[src/rtl/xor_led_debounce.sv]
// xor_led_debounce
//   Debounced switch-pair XOR/XNOR indicator with a global parity LED,
//   a sticky "something changed" LED and a saturating change counter.
//
// Ports
//   clk      : single clock, rising edge
//   rst_n    : asynchronous active-low reset (release assumed synchronous)
//   sw       : raw switches, pair i = {sw[2i+1] (B), sw[2i] (A)}
//   mode     : raw mode select, 0 = XOR, 1 = XNOR (synchronized, not debounced)
//   clr      : synchronous clear of the sticky flag and change counter
//   led      : [NUM_PAIRS-1:0] pair results, [NUM_PAIRS] parity,
//              [NUM_PAIRS+1] sticky change flag
//   chg_cnt  : saturating count of change events on led[NUM_PAIRS:0]
module xor_led_debounce #(
  parameter int NUM_PAIRS = 4,
  parameter int DB_CYCLES = 4
) (
  input  logic                   clk,
  input  logic                   rst_n,
  input  logic [2*NUM_PAIRS-1:0] sw,
  input  logic                   mode,
  input  logic                   clr,
  output logic [NUM_PAIRS+1:0]   led,
  output logic [7:0]             chg_cnt
);

  localparam int NB = 2 * NUM_PAIRS;
  localparam int CW = $clog2(DB_CYCLES + 1);
  localparam logic [CW-1:0] CNT_LAST = CW'(DB_CYCLES - 1);

  // Two-flop synchronizers for every raw input
  logic [NB-1:0] sw_meta_reg, sw_sync_reg;
  logic          mode_meta_reg, mode_sync_reg;

  always_ff @(posedge clk or negedge rst_n) begin
    if (!rst_n) begin
      sw_meta_reg   <= '0;
      sw_sync_reg   <= '0;
      mode_meta_reg <= 1'b0;
      mode_sync_reg <= 1'b0;
    end else begin
      sw_meta_reg   <= sw;
      sw_sync_reg   <= sw_meta_reg;
      mode_meta_reg <= mode;
      mode_sync_reg <= mode_meta_reg;
    end
  end

  // Per-bit debounce: the counter only runs while the synced value
  // disagrees with the accepted (stable) value; any agreement restarts it.
  logic [NB-1:0] stable;

  generate
    for (genvar gi = 0; gi < NB; gi++) begin : g_db
      logic [CW-1:0] cnt_reg;
      logic          stable_reg;

      always_ff @(posedge clk or negedge rst_n) begin
        if (!rst_n) begin
          cnt_reg    <= '0;
          stable_reg <= 1'b0;
        end else if (sw_sync_reg[gi] == stable_reg) begin
          cnt_reg <= '0;
        end else if (cnt_reg == CNT_LAST) begin
          stable_reg <= sw_sync_reg[gi];
          cnt_reg    <= '0;
        end else begin
          cnt_reg <= cnt_reg + 1'b1;
        end
      end

      assign stable[gi] = stable_reg;
    end
  endgenerate

  // Pair results and parity, registered into led
  logic [NUM_PAIRS:0] led_next;
  logic [NUM_PAIRS:0] led_reg;
  logic               change_event;

  generate
    for (genvar gi = 0; gi < NUM_PAIRS; gi++) begin : g_pair
      assign led_next[gi] = stable[2*gi] ^ stable[2*gi+1] ^ mode_sync_reg;
    end
  endgenerate

  // Parity covers the stable bits only, so it never depends on mode.
  assign led_next[NUM_PAIRS] = ^stable;
  assign change_event        = (led_next != led_reg);

  logic       sticky_reg;
  logic       sticky_led_reg;
  logic [7:0] chg_cnt_reg;

  always_ff @(posedge clk or negedge rst_n) begin
    if (!rst_n) begin
      led_reg        <= '0;
      sticky_reg     <= 1'b0;
      sticky_led_reg <= 1'b0;
      chg_cnt_reg    <= '0;
    end else begin
      led_reg <= led_next;
      // The sticky flag reaches the LED one clock after the event edge.
      sticky_led_reg <= sticky_reg;
      if (change_event) begin
        // An event in the same cycle as clr wins: the count restarts at 1.
        sticky_reg <= 1'b1;
        if (clr)
          chg_cnt_reg <= 8'd1;
        else if (chg_cnt_reg != 8'hFF)
          chg_cnt_reg <= chg_cnt_reg + 8'd1;
      end else if (clr) begin
        sticky_reg  <= 1'b0;
        chg_cnt_reg <= '0;
      end
    end
  end

  assign led     = {sticky_led_reg, led_reg};
  assign chg_cnt = chg_cnt_reg;

endmodule

[config.mk]
export PLATFORM = sky130hd
export DESIGN_NAME = xor_led_debounce
export DESIGN_NICKNAME = d
export VERILOG_FILES = /design/src/rtl/xor_led_debounce.sv
export SDC_FILE = /design/constraint.sdc
export NUM_CORES = 1
export LEC_CHECK = 0
export CAP_MARGIN = 20
export CELL_PAD_IN_SITES_DETAIL_PLACEMENT = 0
export CELL_PAD_IN_SITES_GLOBAL_PLACEMENT = 2
export CORE_MARGIN = 2
export CORE_UTILIZATION = 31
export DETAILED_ROUTE_END_ITERATION = 12
export DONT_BUFFER_PORTS = 1
export GPL_TIMING_DRIVEN = 0
export HOLD_SLACK_MARGIN = 0.03
export PLACE_DENSITY = 0.62
export SETUP_SLACK_MARGIN = 0.5
export SLEW_MARGIN = 20
export SYNTH_ARGS = -nofsm -noshare
export SYNTH_HDL_FRONTEND = slang
export SYNTH_SLANG_ARGS = --single-unit
[constraint.sdc]
create_clock -name clk -period 7.14 [get_ports clk]
set_clock_uncertainty 0.15 [all_clocks]
set_input_delay 1.071 -clock clk [delete_from_list [all_inputs] [get_ports clk]]
set_output_delay 1.071 -clock clk [all_outputs]
set_load 0.01 [all_outputs]
==> results.sh, run 1 <==
export IMPL_syn_to_final_growth_pct=12.78
export IMPL_irDropWorstVdd_mv=0.1935
export IMPL_drv_slew=0
export IMPL_cts_setup_buffers=0
export IMPL_multi_input_area_mm2=0.001023
export IMPL_cts_resized=0
export IMPL_max_freq_mhz=396.3
export IMPL_tns_ns=0
export IMPL_cts_made_buffers=9
export IMPL_drt_iter0_drc=36
export IMPL_largest_reg_flops=24
export IMPL_gp_congestion=0.7268
export IMPL_start_util=0.3220
export IMPL_ys_flop_type="dfrtp_1"
export IMPL_synth_edff_count=0
export IMPL_maxSlewHeadroom=0.7170
export IMPL_p_int_uw=903.6
export IMPL_wl_per_cell_um=14.24
export IMPL_ioPinCount=26
export IMPL_track_usage=0.1072
export IMPL_hold_buffers=0
export IMPL_clock_latency_ns=0.33
export IMPL_switchingPower_uw=469.2
export IMPL_fin_crit_ns=2.524
export IMPL_grt_start_max_net_pins=66
export IMPL_yosys_top_cells_area="dfrtp_1 (61%), xnor2_1 (5.9%), ha_1 (4.2%)"
export IMPL_synth_distinct_cells=29
export IMPL_synth_cell_area_mm2=0.002673
export IMPL_fin_area_mm2=0.003014
export IMPL_dr_pass1_iters=4
export IMPL_yosysMostFrequentCell="dfrtp_1"
export IMPL_detailed_place_hpwl_um=3131
export IMPL_ys_seq_area_frac=0.6086
export IMPL_dieHeight_um=96.85
export IMPL_combPwrFrac=0.354
export IMPL_cts_root_buf="clkbuf_8"
export IMPL_status="complete, no violations"
export IMPL_overflow=0
export IMPL_power_frac_seq=0.407
export IMPL_synth_nets=212
export IMPL_avgSynthCellArea_um2=13.99
export IMPL_worstPathArrival_ns=2.58
export IMPL_first_global_vias=1597
export IMPL_maxCapViolCount=0
export IMPL_io_buffers=0
export IMPL_crit_fanout=10
export IMPL_vias=1458
export IMPL_cts_sinks=65
export IMPL_fillers=804
export IMPL_yosysTopAreaCellShare=0.6086
export IMPL_die_width_um=96.85
export IMPL_antenna_found_initial=0
export IMPL_register_area_mm2=0.001627
export IMPL_drive_above_1_share=0.1353
export IMPL_synth_cells=191
export IMPL_nets=223
export IMPL_min_path_type="register to register"
export IMPL_setup_viol=0
export IMPL_avgViaCountPerCell=4.673
export IMPL_drc_errors=0
export IMPL_crit_required_ns=7.20
export IMPL_endpoint_kind="register"
export IMPL_netSwitchingFraction=0.3418
export IMPL_powerDensity_mw_per_mm2=455.4
export IMPL_postPlaceCellArea_mm2=0.002804
export IMPL_leakage_uw=0.001358
export IMPL_placementRows=33
export IMPL_fin_crit_sh=0.3534
export IMPL_cp_start_kind="register"
export IMPL_rsz0062_at_grt="no"
export IMPL_yosys_area_top_type="dfrtp_1"
export IMPL_wl_um=4442
export IMPL_tightest_slew_ns=0.4246
export IMPL_antenna_left=0
export IMPL_ys_ff_latch=65
export IMPL_power_share_clock=0.238
export IMPL_coreArea_mm2=0.008299
export IMPL_synth_common_cells="dfrtp_1 (65), xnor2_1 (18), nor2b_1 (15), nor3b_1 (15), mux2_2 (10)"
export IMPL_cts_tree="yes"
export IMPL_worst_setup_path_type="register to register"
export IMPL_hold_viol=0
export IMPL_dieArea_mm2=0.009380
export IMPL_grt_pass1_wl_um=7852
export IMPL_synth_warnings=0
export IMPL_cts_buffer_depth=2
export IMPL_ys_async_sr_fraction=1.000
export IMPL_cts_max_level=3
export IMPL_clk_pin_slew_ns=0.07
export IMPL_insertedDiodeCount=0
metal layers:
| layer | GRT usage | up-vias | part of all wire |
|---|---|---|---|
| met1 | 0.1214 | 725 | 0.41 |
| li1 | - | 685 | - |
| met4 | 0.04550 | 0 | 0.016 |
| met3 | 0.05275 | 8 | 0.070 |
| met2 | 0.1720 | 40 | 0.50 |
| met5 | 0 | - | 0 |
area by class of cell:
cell class | count | share of cell area
sequential | 65 | 0.5396
multi-input combinational | 121 | 0.3396
tap | 105 | 0.04359
clock buffer | 10 | 0.04234
clock inverter | 6 | 0.02740
buffer | 3 | 0.004981
inverter | 2 | 0.002491
power groups by stage:
stage | registers (uW) | logic, uW | clock network (uW)
2_1_floorplan | 541 | 403 | 0
3_3_place_gp | 563 | 460 | 0
3_5_place_dp | 569 | 487 | 0
4_1_cts | 563 | 490 | 345
5_1_grt | 576 | 536 | 361
6_report | 559 | 486 | 327
final timing paths:
| path | from | to | slack (ns) | cells after the start |
|---|---|---|---|---|
| min in group asynchronous | rst_n | g_db[1].cnt_reg[0] | 0.28 | 0 |
| worst max register to register | g_db[1].stable_reg | chg_cnt[0] | 4.62 | 5 |
| max in group asynchronous | rst_n | sw_meta_reg[2] | 6.43 | 0 |
| worst min-delay path | sw_meta_reg[2] | sw_sync_reg[2] | 0.19 | 0 |
| worst max-delay path | g_db[1].stable_reg | chg_cnt[0] | 4.62 | 5 |
| worst min register to register | sw_meta_reg[2] | sw_sync_reg[2] | 0.19 | 0 |
layout by cell type, fill, tap and decap left out, drive strengths merged, types with 5 or more instances in the layout:
cell type,n
a21oi,8
clkbuf,12
dfrtp,65
ha,9
mux2,14
nor2,6
nor2b,15
nor3,9
nor3b,15
xnor2,18
xnor3,5
logic make-up after synthesis:
group                      synth area share
xor gates and xnor gates             0.1044
AOI/OAI and AO/OA                   0.02903
DFF                                  0.6086
and+or+nand+nor                      0.1362
buffers and inverters              0.008430
adders and majority gates           0.04214
muxes                               0.07116
stage by stage:
stage	util	power [uW]	hold WS [ns]	std cells	setup slack, ns
floorplan	-	943.9	0.1812	191	4.857
global placement	0.3379	1023	0.1839	296	4.674
detailed placement	0.3379	1056	0.1847	296	4.643
CTS	0.3632	1398	0.1955	312	4.626
global route	0.3632	1473	0.2158	312	4.509
finish	0.3632	1373	0.1920	312	4.616
critical path, cell delays in order (launching register included):
cell     delay [ns]
dfrtp_1        0.42
xnor3_1        0.48
or4_4          0.57
mux2i_4        0.32
a21oi_1        0.12
a221o_1        0.35
Power figures use the tool's default switching activity.
==> inputs of run 2 (changes only) <==
- PLACE_DENSITY: 0.62 -> 0.64
- clock period: 7.14 -> 2.2 ns (I/O delays scaled with it)
==> run 2 against run 1 <==
Net effect: the run now ends with negative hold slack, negative setup slack left; power grew to 3.9 times the previous value; final area is 9.1% higher; highest routed layer unchanged; first-iteration DRC count rose by 94%; largest power group is now combinational logic; via count increased by 3.6%; non-clock buffer count rose by 19.
==> results.sh, run 2 (synthesis results as in run 1) <==
export IMPL_ioPinCount=26
export IMPL_reg2reg_to="chg_cnt[7]"
export IMPL_clock_latency_ns=0.34
export IMPL_crit_buf_inv=0
export IMPL_combPwrFrac=0.425
export IMPL_layout_commonest_cell="dfrtp_1"
export IMPL_vias=1510
export IMPL_first_global_vias=1561
export IMPL_path_cells="xnor3_1, or4_4, mux2i_4, a21oi_1, mux2_1"
export IMPL_fin_crit_sh=1.091
export IMPL_p_int_uw=3599
export IMPL_drv_slew=0
export IMPL_worst_setup_path_type="register to register"
export IMPL_stdcell_count=332
export IMPL_rsz0062_at_grt="yes"
export IMPL_cts_root_buf="clkbuf_8"
export IMPL_maxCapViolCount=0
export IMPL_cts_made_buffers=9
export IMPL_maxSlewHeadroom=0.6006
export IMPL_worstPathArrival_ns=2.47
export IMPL_powerDensity_mw_per_mm2=1611
export IMPL_cp_start_kind="register"
export IMPL_drc_errors=0
export IMPL_start_util=0.3220
export IMPL_cts_max_level=3
export IMPL_netSwitchingFraction=0.3208
export IMPL_p_total_uw=5299
export IMPL_fin_crit_ns=2.400
export IMPL_power_frac_seq=0.343
export IMPL_status="finished, violations left"
export IMPL_clk_pin_slew_ns=0.07
export IMPL_io_buffers=0
export IMPL_irDropWorstVdd_mv=0.7114
export IMPL_power_share_clock=0.232
export IMPL_antenna_left=0
export IMPL_setup_viol=9
export IMPL_dp_cells=296
export IMPL_dr_pass1_iters=4
export IMPL_grt_start_max_net_pins=66
export IMPL_crit_required_ns=2.27
export IMPL_cts_tree="yes"
export IMPL_reg2reg_from="g_db[3].stable_reg"
export IMPL_dieHeight_um=96.85
export IMPL_hold_viol=65
export IMPL_nets=243
export IMPL_endpoint_kind="register"
export IMPL_cp_depth=5
export IMPL_max_freq_mhz=416.7
export IMPL_placementRows=33
export IMPL_crit_slowest_cell="or4_4"
export IMPL_dieArea_mm2=0.009380
export IMPL_coreArea_mm2=0.008299
export IMPL_wl_per_cell_um=13.63
export IMPL_die_width_um=96.85
export IMPL_fillers=781
export IMPL_switchingPower_uw=1700
export IMPL_worstSetupStartpoint="g_db[3].stable_reg"
export IMPL_wl_um=4526
export IMPL_fin_ws_ns=-0.1998
export IMPL_cp_top_family="multiplexers"
export IMPL_syn_to_final_growth_pct=23.03
export IMPL_min_path_type="primary input to asynchronous set/reset pin"
export IMPL_leakage_uw=0.001491
export IMPL_track_usage=0.1075
export IMPL_endpoint="chg_cnt[7]"
export IMPL_drt_iter0_drc=70
export IMPL_insertedDiodeCount=0
export IMPL_cts_sinks=65
export IMPL_detailed_place_hpwl_um=2863
export IMPL_ff2ff_path_depth=5
export IMPL_failed_checks="negative hold slack, negative setup slack"
export IMPL_gp_congestion=0.6559
export IMPL_hold_buffers=9
export IMPL_largest_reg_flops=24
export IMPL_grt_pass1_wl_um=7928
export IMPL_final_cell_mix="dfrtp_1 (63), nor2b_1 (15), nor3b_1 (15)"
export IMPL_drive_above_1_share=0.2203
export IMPL_cts_buffer_depth=2
export IMPL_r2r_setup_slack_ns=-0.20
export IMPL_overflow=0
export IMPL_avgViaCountPerCell=4.548
export IMPL_tightest_slew_ns=0.5990
export IMPL_cpPeakStageDelay_ns=0.57
export IMPL_antenna_found_initial=0
export IMPL_hold_ws_ns=-0.4693
export IMPL_crit_fanout=5
## run 2: cell types whose count changed in the layout (fill, tap and decap cells not counted), moves of 2 or more
cell | before | now
dfrtp_2 | 0 | 2
dfrtp_1 | 65 | 63
clkinv_2 | 3 | 1
xnor2_1 | 18 | 13
buf_4 | 1 | 11
xnor2_2 | 0 | 5
dlygate4sd3_1 | 0 | 9
## run 2: how the worst min path moves through the flow
| stage | start | end | slack [ns] | cells after the start |
|---|---|---|---|---|
| floorplan | rst_n | chg_cnt[0] | -0.12 | 0 |
| finish | rst_n | g_db[3].cnt_reg[2] | -0.47 | 0 |
| global placement | rst_n | g_db[0].cnt_reg[2] | -0.11 | 0 |
| CTS | rst_n | g_db[1].cnt_reg[1] | -0.49 | 0 |
| detailed placement | rst_n | sw_sync_reg[0] | -0.11 | 0 |
| global route | rst_n | g_db[1].cnt_reg[1] | -0.50 | 0 |
## run 2: area by class of cell
class / instances / area [um^2] / area share
inverters: 2 / 7.507 / 0.002283
well taps: 105 / 131.4 / 0.03995
repair buffers: 19 / 165.2 / 0.05023
flip-flops and latches: 65 / 1629 / 0.4954
clock inverters: 5 / 102.6 / 0.03120
plain buffers: 3 / 15.01 / 0.004566
clock buffers: 11 / 141.4 / 0.04300
multi-input cells: 122 / 1096 / 0.3333
## run 2: metal layers
layer	global-route usage	part of all wire
met5	0	0
met4	0.03250	0.012
met3	0.05419	0.059
met2	0.1592	0.48
met1	0.1381	0.45
## run 2: timing repair
item,CTS,global route
pin swaps,4,5
setup endpoints to repair,9,9
gates resized for setup,6,8
buffers inserted,5,5
cloned,1,0
hold endpoints to repair,74,65
## run 2: metrics by stage
step	TNS, ns	instance area (um^2)	hold WS, ns	setup slack (ns)	utilization
final	-1.266	3288	-0.4693	-0.1998	0.3962
after global routing	-1.734	3288	-0.4969	-0.2617	0.3962
after floorplan	-0.2857	2673	-0.1156	-0.05194	-
after detailed placement	-1.966	2804	-0.1123	-0.2619	0.3379
after CTS	-1.159	3212	-0.4943	-0.1737	0.3870
after global placement	-1.861	2804	-0.1125	-0.2660	0.3379
## run 2: power groups by stage
| stage | Clock [uW] | Sequential [uW] | Combinational (uW) |
|---|---|---|---|
| after floorplan | 0 | 1760 | 1310 |
| after global placement | 0 | 1830 | 1510 |
| after detailed placement | 0 | 1830 | 1540 |
| after CTS | 1280 | 1810 | 1880 |
| after global routing | 1330 | 1860 | 2460 |
| final | 1230 | 1820 | 2250 |
## run 2: worst reg2reg max path, stage by stage (launching register included)
cell and delay (ns):
dfrtp_1 0.41, xnor3_1 0.46, or4_4 0.57, mux2i_4 0.25, a21oi_1 0.12, mux2_1 0.32
